**config.mk**
```make
export PLATFORM = sky130hd
export DESIGN_NAME = mc_ctrl
export DESIGN_NICKNAME = d
export VERILOG_FILES = /design/src/rtl/mc_ctrl_pkg.sv /design/src/rtl/mc_opdec.sv /design/src/rtl/mc_ctrl.sv
export SDC_FILE = /design/constraint.sdc
export NUM_CORES = 1
export LEC_CHECK = 0
export CORE_MARGIN = 8
export CORE_UTILIZATION = 60
export CTS_BUF_LIST = sky130_fd_sc_hd__clkbuf_8 sky130_fd_sc_hd__clkbuf_16
export CTS_CLUSTER_DIAMETER = 30
export DETAILED_ROUTE_END_ITERATION = 16
export DONT_BUFFER_PORTS = 1
export GPL_ROUTABILITY_DRIVEN = 0
export PLACE_DENSITY = 0.74
export SLEW_MARGIN = 10
export SYNTH_ARGS = -nofsm -noshare
export SYNTH_HDL_FRONTEND = slang
export SYNTH_SLANG_ARGS = --single-unit
export TNS_END_PERCENT = 5
```
**constraint.sdc**
```tcl
create_clock -name clk -period 3.12 [get_ports clk]
set_input_delay 0.624 -clock clk [delete_from_list [all_inputs] [get_ports clk]]
set_output_delay 0.624 -clock clk [all_outputs]
set_load 0.1 [all_outputs]
```
**src/rtl/mc_ctrl_pkg.sv**
```systemverilog
// Shared encodings for the multicycle RV32I control unit: FSM states,
// opcodes, instruction classes, datapath mux selects and fault codes.
package mc_ctrl_pkg;

    typedef enum logic [2:0] {
        ST_FETCH  = 3'd0,
        ST_DECODE = 3'd1,
        ST_EXEC   = 3'd2,
        ST_MEM    = 3'd3,
        ST_WB     = 3'd4,
        ST_ERR    = 3'd5
    } state_t;

    typedef enum logic [3:0] {
        CL_R, CL_I, CL_LOAD, CL_STORE, CL_BRANCH, CL_JAL, CL_JALR, CL_LUI, CL_AUIPC
    } iclass_t;

    localparam logic [6:0] OP_R      = 7'b0110011;
    localparam logic [6:0] OP_I      = 7'b0010011;
    localparam logic [6:0] OP_LOAD   = 7'b0000011;
    localparam logic [6:0] OP_STORE  = 7'b0100011;
    localparam logic [6:0] OP_BRANCH = 7'b1100011;
    localparam logic [6:0] OP_JAL    = 7'b1101111;
    localparam logic [6:0] OP_JALR   = 7'b1100111;
    localparam logic [6:0] OP_LUI    = 7'b0110111;
    localparam logic [6:0] OP_AUIPC  = 7'b0010111;

    localparam logic [1:0] SRCA_OLDPC = 2'b00;
    localparam logic [1:0] SRCA_A     = 2'b01;
    localparam logic [1:0] SRCA_ZERO  = 2'b10;

    localparam logic [1:0] SRCB_B     = 2'b00;
    localparam logic [1:0] SRCB_IMM   = 2'b01;
    localparam logic [1:0] SRCB_FOUR  = 2'b10;

    localparam logic [1:0] ALU_ADD    = 2'b00;
    localparam logic [1:0] ALU_FUNCT  = 2'b01;
    localparam logic [1:0] ALU_CMP    = 2'b10;

    localparam logic [1:0] PCS_PC4    = 2'b00;
    localparam logic [1:0] PCS_ALUOUT = 2'b01;
    localparam logic [1:0] PCS_ALU    = 2'b10;

    localparam logic [1:0] WB_ALUOUT  = 2'b00;
    localparam logic [1:0] WB_MDR     = 2'b01;
    localparam logic [1:0] WB_LINK    = 2'b10;

    localparam logic [1:0] ERR_NONE    = 2'b00;
    localparam logic [1:0] ERR_ILLEGAL = 2'b01;
    localparam logic [1:0] ERR_TIMEOUT = 2'b10;

endpackage

```
**src/rtl/mc_opdec.sv**
```systemverilog
// Opcode classifier: maps IR[6:0] to an instruction class and a supported flag.
module mc_opdec
    import mc_ctrl_pkg::*;
(
    input  logic [6:0] opcode,
    output iclass_t    iclass,
    output logic       valid
);

    // NOTE: every output gets a default before the case so no path leaves it unassigned (no latch).
    always_comb begin
        iclass = CL_R;
        valid  = 1'b1;
        unique case (opcode)
            OP_R:      iclass = CL_R;
            OP_I:      iclass = CL_I;
            OP_LOAD:   iclass = CL_LOAD;
            OP_STORE:  iclass = CL_STORE;
            OP_BRANCH: iclass = CL_BRANCH;
            OP_JAL:    iclass = CL_JAL;
            OP_JALR:   iclass = CL_JALR;
            OP_LUI:    iclass = CL_LUI;
            OP_AUIPC:  iclass = CL_AUIPC;
            default:   valid  = 1'b0;
        endcase
    end

endmodule

```
**src/rtl/mc_ctrl.sv**
```systemverilog
// Multicycle control FSM with bounded memory wait and a sticky fault state.
module mc_ctrl
    import mc_ctrl_pkg::*;
#(
    parameter int unsigned MEM_TIMEOUT = 16
) (
    input  logic       clk,
    input  logic       rst,
    input  logic [6:0] opcode,
    input  logic       branch_taken,
    input  logic       mem_ready,
    output logic       pc_ce,
    output logic       ir_ce,
    output logic       ab_ce,
    output logic       aluout_ce,
    output logic       mdr_ce,
    output logic       rf_we,
    output logic       mem_req,
    output logic       mem_we,
    output logic       iord,
    output logic [1:0] alu_src_a,
    output logic [1:0] alu_src_b,
    output logic [1:0] alu_op,
    output logic [1:0] pc_src,
    output logic [1:0] wb_sel,
    output logic       error,
    output logic [1:0] err_cause
);

    // The FSM leaves a wait state once the counter reaches MEM_TIMEOUT-1 with no ready,
    // so the counter never needs to represent MEM_TIMEOUT itself.
    localparam int CNT_W = (MEM_TIMEOUT > 1) ? $clog2(MEM_TIMEOUT) : 1;

    state_t           state, state_next;
    logic [CNT_W-1:0] wait_cnt, cnt_next;
    logic [1:0]       cause_next;
    iclass_t          iclass;
    logic             valid;
    logic             timeout_hit;

    mc_opdec u_opdec (
        .opcode (opcode),
        .iclass (iclass),
        .valid  (valid)
    );

    assign timeout_hit = (MEM_TIMEOUT != 0) && (wait_cnt == CNT_W'(MEM_TIMEOUT - 1));

    // Outputs stay at zero while rst is asserted so an in-flight access is dropped at once.
    always_comb begin
        state_next = state;
        cause_next = ERR_NONE;
        pc_ce      = 1'b0;
        ir_ce      = 1'b0;
        ab_ce      = 1'b0;
        aluout_ce  = 1'b0;
        mdr_ce     = 1'b0;
        rf_we      = 1'b0;
        mem_req    = 1'b0;
        mem_we     = 1'b0;
        iord       = 1'b0;
        alu_src_a  = SRCA_OLDPC;
        alu_src_b  = SRCB_B;
        alu_op     = ALU_ADD;
        pc_src     = PCS_PC4;
        wb_sel     = WB_ALUOUT;
        error      = 1'b0;
        if (!rst) begin
            unique case (state)
                ST_FETCH: begin
                    mem_req = 1'b1;
                    if (mem_ready) begin
                        ir_ce      = 1'b1;
                        pc_ce      = 1'b1;
                        state_next = ST_DECODE;
                    end else if (timeout_hit) begin
                        state_next = ST_ERR;
                        cause_next = ERR_TIMEOUT;
                    end
                end
                ST_DECODE: begin
                    ab_ce     = 1'b1;
                    aluout_ce = 1'b1;
                    alu_src_b = SRCB_IMM;
                    if (valid) begin
                        state_next = ST_EXEC;
                    end else begin
                        state_next = ST_ERR;
                        cause_next = ERR_ILLEGAL;
                    end
                end
                ST_EXEC: begin
                    state_next = ST_FETCH;
                    unique case (iclass)
                        CL_R:      begin alu_src_a = SRCA_A;    alu_op = ALU_FUNCT; aluout_ce = 1'b1; state_next = ST_WB; end
                        CL_I:      begin alu_src_a = SRCA_A;    alu_src_b = SRCB_IMM; alu_op = ALU_FUNCT; aluout_ce = 1'b1; state_next = ST_WB; end
                        CL_LUI:    begin alu_src_a = SRCA_ZERO; alu_src_b = SRCB_IMM; aluout_ce = 1'b1; state_next = ST_WB; end
                        CL_AUIPC:  begin alu_src_b = SRCB_IMM;  aluout_ce = 1'b1; state_next = ST_WB; end
                        CL_LOAD,
                        CL_STORE:  begin alu_src_a = SRCA_A;    alu_src_b = SRCB_IMM; aluout_ce = 1'b1; state_next = ST_MEM; end
                        CL_BRANCH: begin alu_src_a = SRCA_A;    alu_op = ALU_CMP; pc_src = PCS_ALUOUT; pc_ce = branch_taken; end
                        CL_JAL:    begin rf_we = 1'b1; wb_sel = WB_LINK; pc_src = PCS_ALUOUT; pc_ce = 1'b1; end
                        CL_JALR:   begin
                            alu_src_a = SRCA_A;
                            alu_src_b = SRCB_IMM;
                            rf_we     = 1'b1;
                            wb_sel    = WB_LINK;
                            pc_src    = PCS_ALU;
                            pc_ce     = 1'b1;
                        end
                        default: ;
                    endcase
                end
                ST_MEM: begin
                    mem_req = 1'b1;
                    iord    = 1'b1;
                    mem_we  = (iclass == CL_STORE);
                    if (mem_ready) begin
                        if (iclass == CL_STORE) begin
                            state_next = ST_FETCH;
                        end else begin
                            mdr_ce     = 1'b1;
                            state_next = ST_WB;
                        end
                    end else if (timeout_hit) begin
                        state_next = ST_ERR;
                        cause_next = ERR_TIMEOUT;
                    end
                end
                ST_WB: begin
                    rf_we      = 1'b1;
                    wb_sel     = (iclass == CL_LOAD) ? WB_MDR : WB_ALUOUT;
                    state_next = ST_FETCH;
                end
                ST_ERR:  error = 1'b1;
                default: state_next = ST_ERR;
            endcase
        end

        cnt_next = wait_cnt;
        if (state_next != state)
            cnt_next = '0;
        else if (mem_req && !mem_ready)
            cnt_next = wait_cnt + CNT_W'(1);
    end

    // NOTE: state registers use non-blocking assignments so every flop samples pre-edge values.
    always_ff @(posedge clk or posedge rst) begin
        if (rst) begin
            state     <= ST_FETCH;
            wait_cnt  <= '0;
            err_cause <= ERR_NONE;
        end else begin
            state    <= state_next;
            wait_cnt <= cnt_next;
            if (cause_next != ERR_NONE)
                err_cause <= cause_next;
        end
    end

endmodule
```
Word-level counts from Yosys, hierarchy flattened
Index checks and enable logic that the tools add are counted.
{"block": "word_totals", "output_inout_bits": 22, "in_bits": 11, "ff_bits": 9, "elab_cells": 103}
{"block": "op_classes", "n_eq_ne": 24, "n_mux": 59, "add_sub_neg": 1, "reduce_logical": 16}
{"op": "4-bit case mux with 8 select lines", "n": 1}
{"op": "1-bit 2-to-1 mux", "n": 27}
{"op": "2-bit 2-to-1 mux", "n": 11}
{"op": "7-bit by 6-bit == test with 1-bit output, second input constant", "n": 3}
{"op": "7-bit == test, second input constant", "n": 3}
{"op": "2-bit case mux with 2 select lines", "n": 5}
{"op": "3-bit 2-to-1 mux", "n": 6}
{"op": "3-bit case mux with 6 select lines", "n": 1}
{"op": "6-bit OR reduction", "n": 3}
{"op": "4-bit by 3-bit == test with 1-bit output, second input constant", "n": 4}
{"op": "7-bit by 5-bit == test with 1-bit output, second input constant", "n": 2}
{"op": "1-bit case mux with 2 select lines", "n": 5}
{"op": "2-bit OR reduction", "n": 5}
{"op": "9-bit OR reduction", "n": 1}
{"op": "4-bit by 2-bit == test with 1-bit output, second input constant", "n": 2}
{"op": "4-bit == test, second input constant", "n": 2}
{"op": "4-bit 2-to-1 mux", "n": 2}
{"op": "7-bit by 2-bit == test with 1-bit output, second input constant", "n": 1}
{"op": "3-bit by 2-bit == test with 1-bit output, second input constant", "n": 2}
{"op": "3-bit == test, second input constant", "n": 2}
{"op": "3-bit case mux with 2 select lines", "n": 1}
{"op": "4-bit by 1-bit adder with 4-bit output, second input constant", "n": 1}
{"op": "4-bit by 1-bit == test with 1-bit output, second input constant", "n": 1}
{"op": "4-bit zero test", "n": 1}
{"op": "7 further kinds", "n": 8}

Depth between registers and ports, before layout
{"block": "depth", "depth_word": 9, "depth_mapped": 7, "depth_no_buf": 6}

Hierarchy
From an unflattened synthesis, not the netlist that was laid out.
{"block": "unflattened", "hier_cells": 150, "hier_area_um2": 1187.4}
{"mod": "mc_ctrl", "instances": 1, "area_each_um2": 1003.5, "cells_each": 122, "seq_area_each_um2": 225.2}
{"mod": "mc_opdec", "instances": 1, "area_each_um2": 183.9, "cells_each": 28, "seq_area_each_um2": 0.0}

Least setup slack after synthesis
OpenSTA, ideal clock, no wires.
{"block": "synth_timing", "path_type": "input-to-output", "start": "input rst", "end": "output mem_we", "required_time_ns": 2.496, "setup_slack_ns": -2.189, "n_path_buf": 2, "t_arrival_ns": 4.685, "path_stages": 5, "path_cell_list": "buf_6 -> or2_1 -> buf_6 -> nor3_1 -> nor2b_1"}
{"block": "synth_via", "elab_chain_len": 1}
{"item": "from (decl)", "line": "mc_ctrl.sv:8", "rtl": "input logic rst,"}
{"item": "1-bit 2-to-1 mux", "line": "mc_ctrl.sv:68", "rtl": "if (!rst) begin"}
{"item": "to (decl)", "line": "mc_ctrl.sv:19", "rtl": "output logic mem_we,"}
No other way between the ends.

Worst setup path after layout
{"block": "layout_timing", "start": "register state[0]", "end": "output alu_op[1]"}
{"block": "layout_via", "elab_chain_len": 3}
{"item": "from (decl)", "line": "mc_ctrl.sv:34", "rtl": "state_t state, state_next;"}
{"item": "from (signal assigned)", "line": "mc_ctrl.sv:154", "rtl": "state <= state_next;"}
{"item": "3-bit by 2-bit == test with 1-bit output", "line": "mc_ctrl.sv:69", "rtl": "unique case (state)"}
{"item": "2-bit 2-to-1 mux", "line": "mc_ctrl.sv:69"}
{"item": "2-bit 2-to-1 mux", "line": "mc_ctrl.sv:68"}
{"item": "to (decl)", "line": "mc_ctrl.sv:23", "rtl": "output logic [1:0] alu_op,"}
No other way between the ends.

==> run metrics <==
clock transition at the registers of the reported paths=50 ps; Max Slew Vio Count=0; critical path class=flip-flop to output pin; Placed Instances=185; share of layout cells above drive strength 1=32.93%; GRT met2 Usage=32.24%; 1st-pass router iterations=4; total power=0.4074 mW; Synth Area in Compound Gates=26.19%; HP Class=input port to asynchronous set/reset pin; post_cts resized=0; Post-Synth Adder-Cell Area=1.129%; worst slew pin tran=904.0 ps; WL/cell=17.30 µm; Pint=0.2462 mW; CTS Sinks=9; Initial Util=64.20%; CP startpoint kind=flip-flop; Sw Ratio=39.57%; GRT Max-Usage Layer=met2; Syn Inst Count=149; Yosys reg bits=9; CP delay by family, top=simple AND/OR/NAND/NOR gates; post-route insts no fill=189; Cell Chain, Critical Path=nand2b_1 -> or4_1 -> nor4_4 -> buf_4; Synth Area per Inst=7.440 µm²; fraction of registers with async set or reset after synthesis=100.0%; FMAX=368.0 MHz; row count=15; fill cell instance count of the final layout=104; Yosys cell types=51; vias=1225; Post-synth top flop=dfrtp_1; sequential share of the synthesized area=20.32%; Final Setup Violations=0; Net Count, Synth=161; Synth warnings=0; Reg power frac=40.0%; H-tree levels=1; simple-gate share of the synthesized area=39.16%; setup slack at placement=576.2 ps; number of global-route vias before repair=1190; Max Cap Viol=0; Core Region=1727 µm²; WP buf/inv=1; Setup Skew=1.347 ps; footprint of the multi-input gates=915.9 µm²; initial antenna violation count=0; final hold vios=0; PortBufs=0; cts hold-fix bufs=0; CTS tree=yes; post-route clock period utilization=87.09%; RSZ-0062 raised after global routing=false; Switching Power=0.1612 mW; Die Span Y=58.99 µm; Tmin final=2717 ps; Setup Buffers After CTS=0; gr usage total=19.45%; iteration-0 DRC count of the detailed router=55; mapped cell area=1109 µm²; total wire length=3270 µm; multiplexer area fraction after synthesis=0.9029%; Lkg Pwr=0.5982 nW; Data required, critical path=2500 ps; Clock power frac=32.2%; Layout area overhead=31.04%; # nets final=177; Bufs on Longest Clock Path=2; Crit path largest cell delay=540 ps; final worst setup slack=402.6 ps; Die Wd=58.99 µm; first-pass GRT wire length=5416 µm; Synth Area in XOR/XNOR=3.160%; # DRC=0; total die area=3479 µm²; final global-route overflow total=0; Comb pwr share=27.8%; peak supply drop=0.0002343 V; Max FO, Critical Path=11; status=finished, final reports clean; largest family of logic cells by synthesized area=simple AND/OR/NAND/NOR gates; worst skew pair latency=230 ps; headroom to the max-slew limit=39.73%; crit end category=output pin; Num CTS Buffers=3; CP arrival=2090 ps; met1 usage=22.78%; detailed placement HPWL=2544 µm; number of flops mapped to enable cells by yosys=0; root buf cell=clkbuf_8; Antenna Nets Post-Route=0; routed vias/inst=6.481; n_diodes=0; GRT met3 Usage=3.688%; Register Area=225.2 µm²; fin util=84.13%; pwr dens=280.4 nW/µm²; largest net degree at the start of global routing=18; io pins=33; Crit-path slowest cell=dfrtp_1
==> cell families after synthesis <==
| kind of cell | count (synthesis) |
|---|---|
| and+or+nand+nor | 78 |
| AOI/OAI and AO/OA | 39 |
| buffers and inverters | 16 |
| DFF | 9 |
| xor gates and xnor gates | 4 |
| adders and majority gates | 1 |
| other | 1 |
| muxes | 1 |
==> layout make-up <==
type                    instances  area share [%]
multi-input cells             124           63.05
flip-flops and latches          9           15.50
repair buffers                 23           15.16
clock buffers                   3           2.842
well taps                      25           2.153
inverters                       4           1.034
clock inverters                 1          0.2584
==> sequential cells by signal, summed over array words and instances (netlist names) <==
register,count
state,3
wait_cnt,4
err_cause,2
==> Yosys cell counts (all sizes together) (2+ instances only) <==
library cell | count | share of area (%)
buf | 11 | 7.1
dfrtp | 9 | 20
o21ai | 8 | 4.0
nor2b | 3 | 1.7
xnor2 | 2 | 1.6
o211ai | 2 | 1.4
nand2 | 19 | 6.4
nor2 | 10 | 3.4
nor3 | 14 | 7.8
a31oi | 3 | 2.3
nand2b | 8 | 4.5
nand3 | 9 | 4.1
xor2 | 2 | 1.6
or4 | 2 | 1.4
o31ai | 3 | 2.0
o311ai | 2 | 3.2
o211a | 2 | 1.8
a21oi | 11 | 5.3
inv | 4 | 1.4
nor4 | 4 | 3.6
and3 | 2 | 1.1
==> power by group through the flow <==
stage	Combinational [mW]	Sequential, mW	Clock (mW)
after floorplan	0.102	0.158	0
after global placement	0.110	0.164	0
after detailed placement	0.112	0.165	0
after CTS	0.113	0.163	0.132
after global routing	0.121	0.165	0.143
final	0.113	0.163	0.131
==> layout by cell type, fill, tap and decap left out, drive strengths merged, types with 2 or more instances in the layout <==
cell    count
xor2        2
inv         5
nor3       14
dfrtp       9
nor4        4
buf        21
xnor2       2
nand2b      8
nor2       10
clkbuf      5
nor2b       3
nand2      19
and3        2
o311ai      2
o211ai      2
o21ai       8
a31oi       3
o211a       2
nand3       9
o31ai       3
or4         2
a21oi      11
==> layer usage <==
layer | vias to the layer above | share of wire [%]
li1 | 576 | -
met1 | 567 | 40
met2 | 72 | 48
met3 | 10 | 9.3
met4 | 0 | 2.6
met5 | - | 0
==> stage by stage <==
stage	hold WS [ps]	instance area, µm²	TNS, ps
4_1_cts	291.6	1453	0
5_1_grt	300.9	1453	0
3_5_place_dp	535.4	1408	0
3_3_place_gp	524.7	1408	0
6_report	294.1	1453	0
2_1_floorplan	544.4	1154	-5353
==> worst paths after layout <==
check | startpoint | endpoint | slack, ps | cells past startpoint
min in group clk | rst | state[0]$_DFF_PP0_ | 580 | 2
worst max register to register | wait_cnt[0]$_DFFE_PP0P_ | wait_cnt[0]$_DFFE_PP0P_ | 1150 | 6
worst min-delay path | rst | wait_cnt[0]$_DFFE_PP0P_ | 290 | 2
max in group asynchronous | rst | wait_cnt[2]$_DFFE_PP0P_ | 2680 | 2
worst max-delay path | state[0]$_DFF_PP0_ | alu_op[1] | 400 | 4
worst min register to register | wait_cnt[3]$_DFFE_PP0P_ | wait_cnt[3]$_DFFE_PP0P_ | 610 | 2
Note: power is estimated with default switching activity, not from simulation.
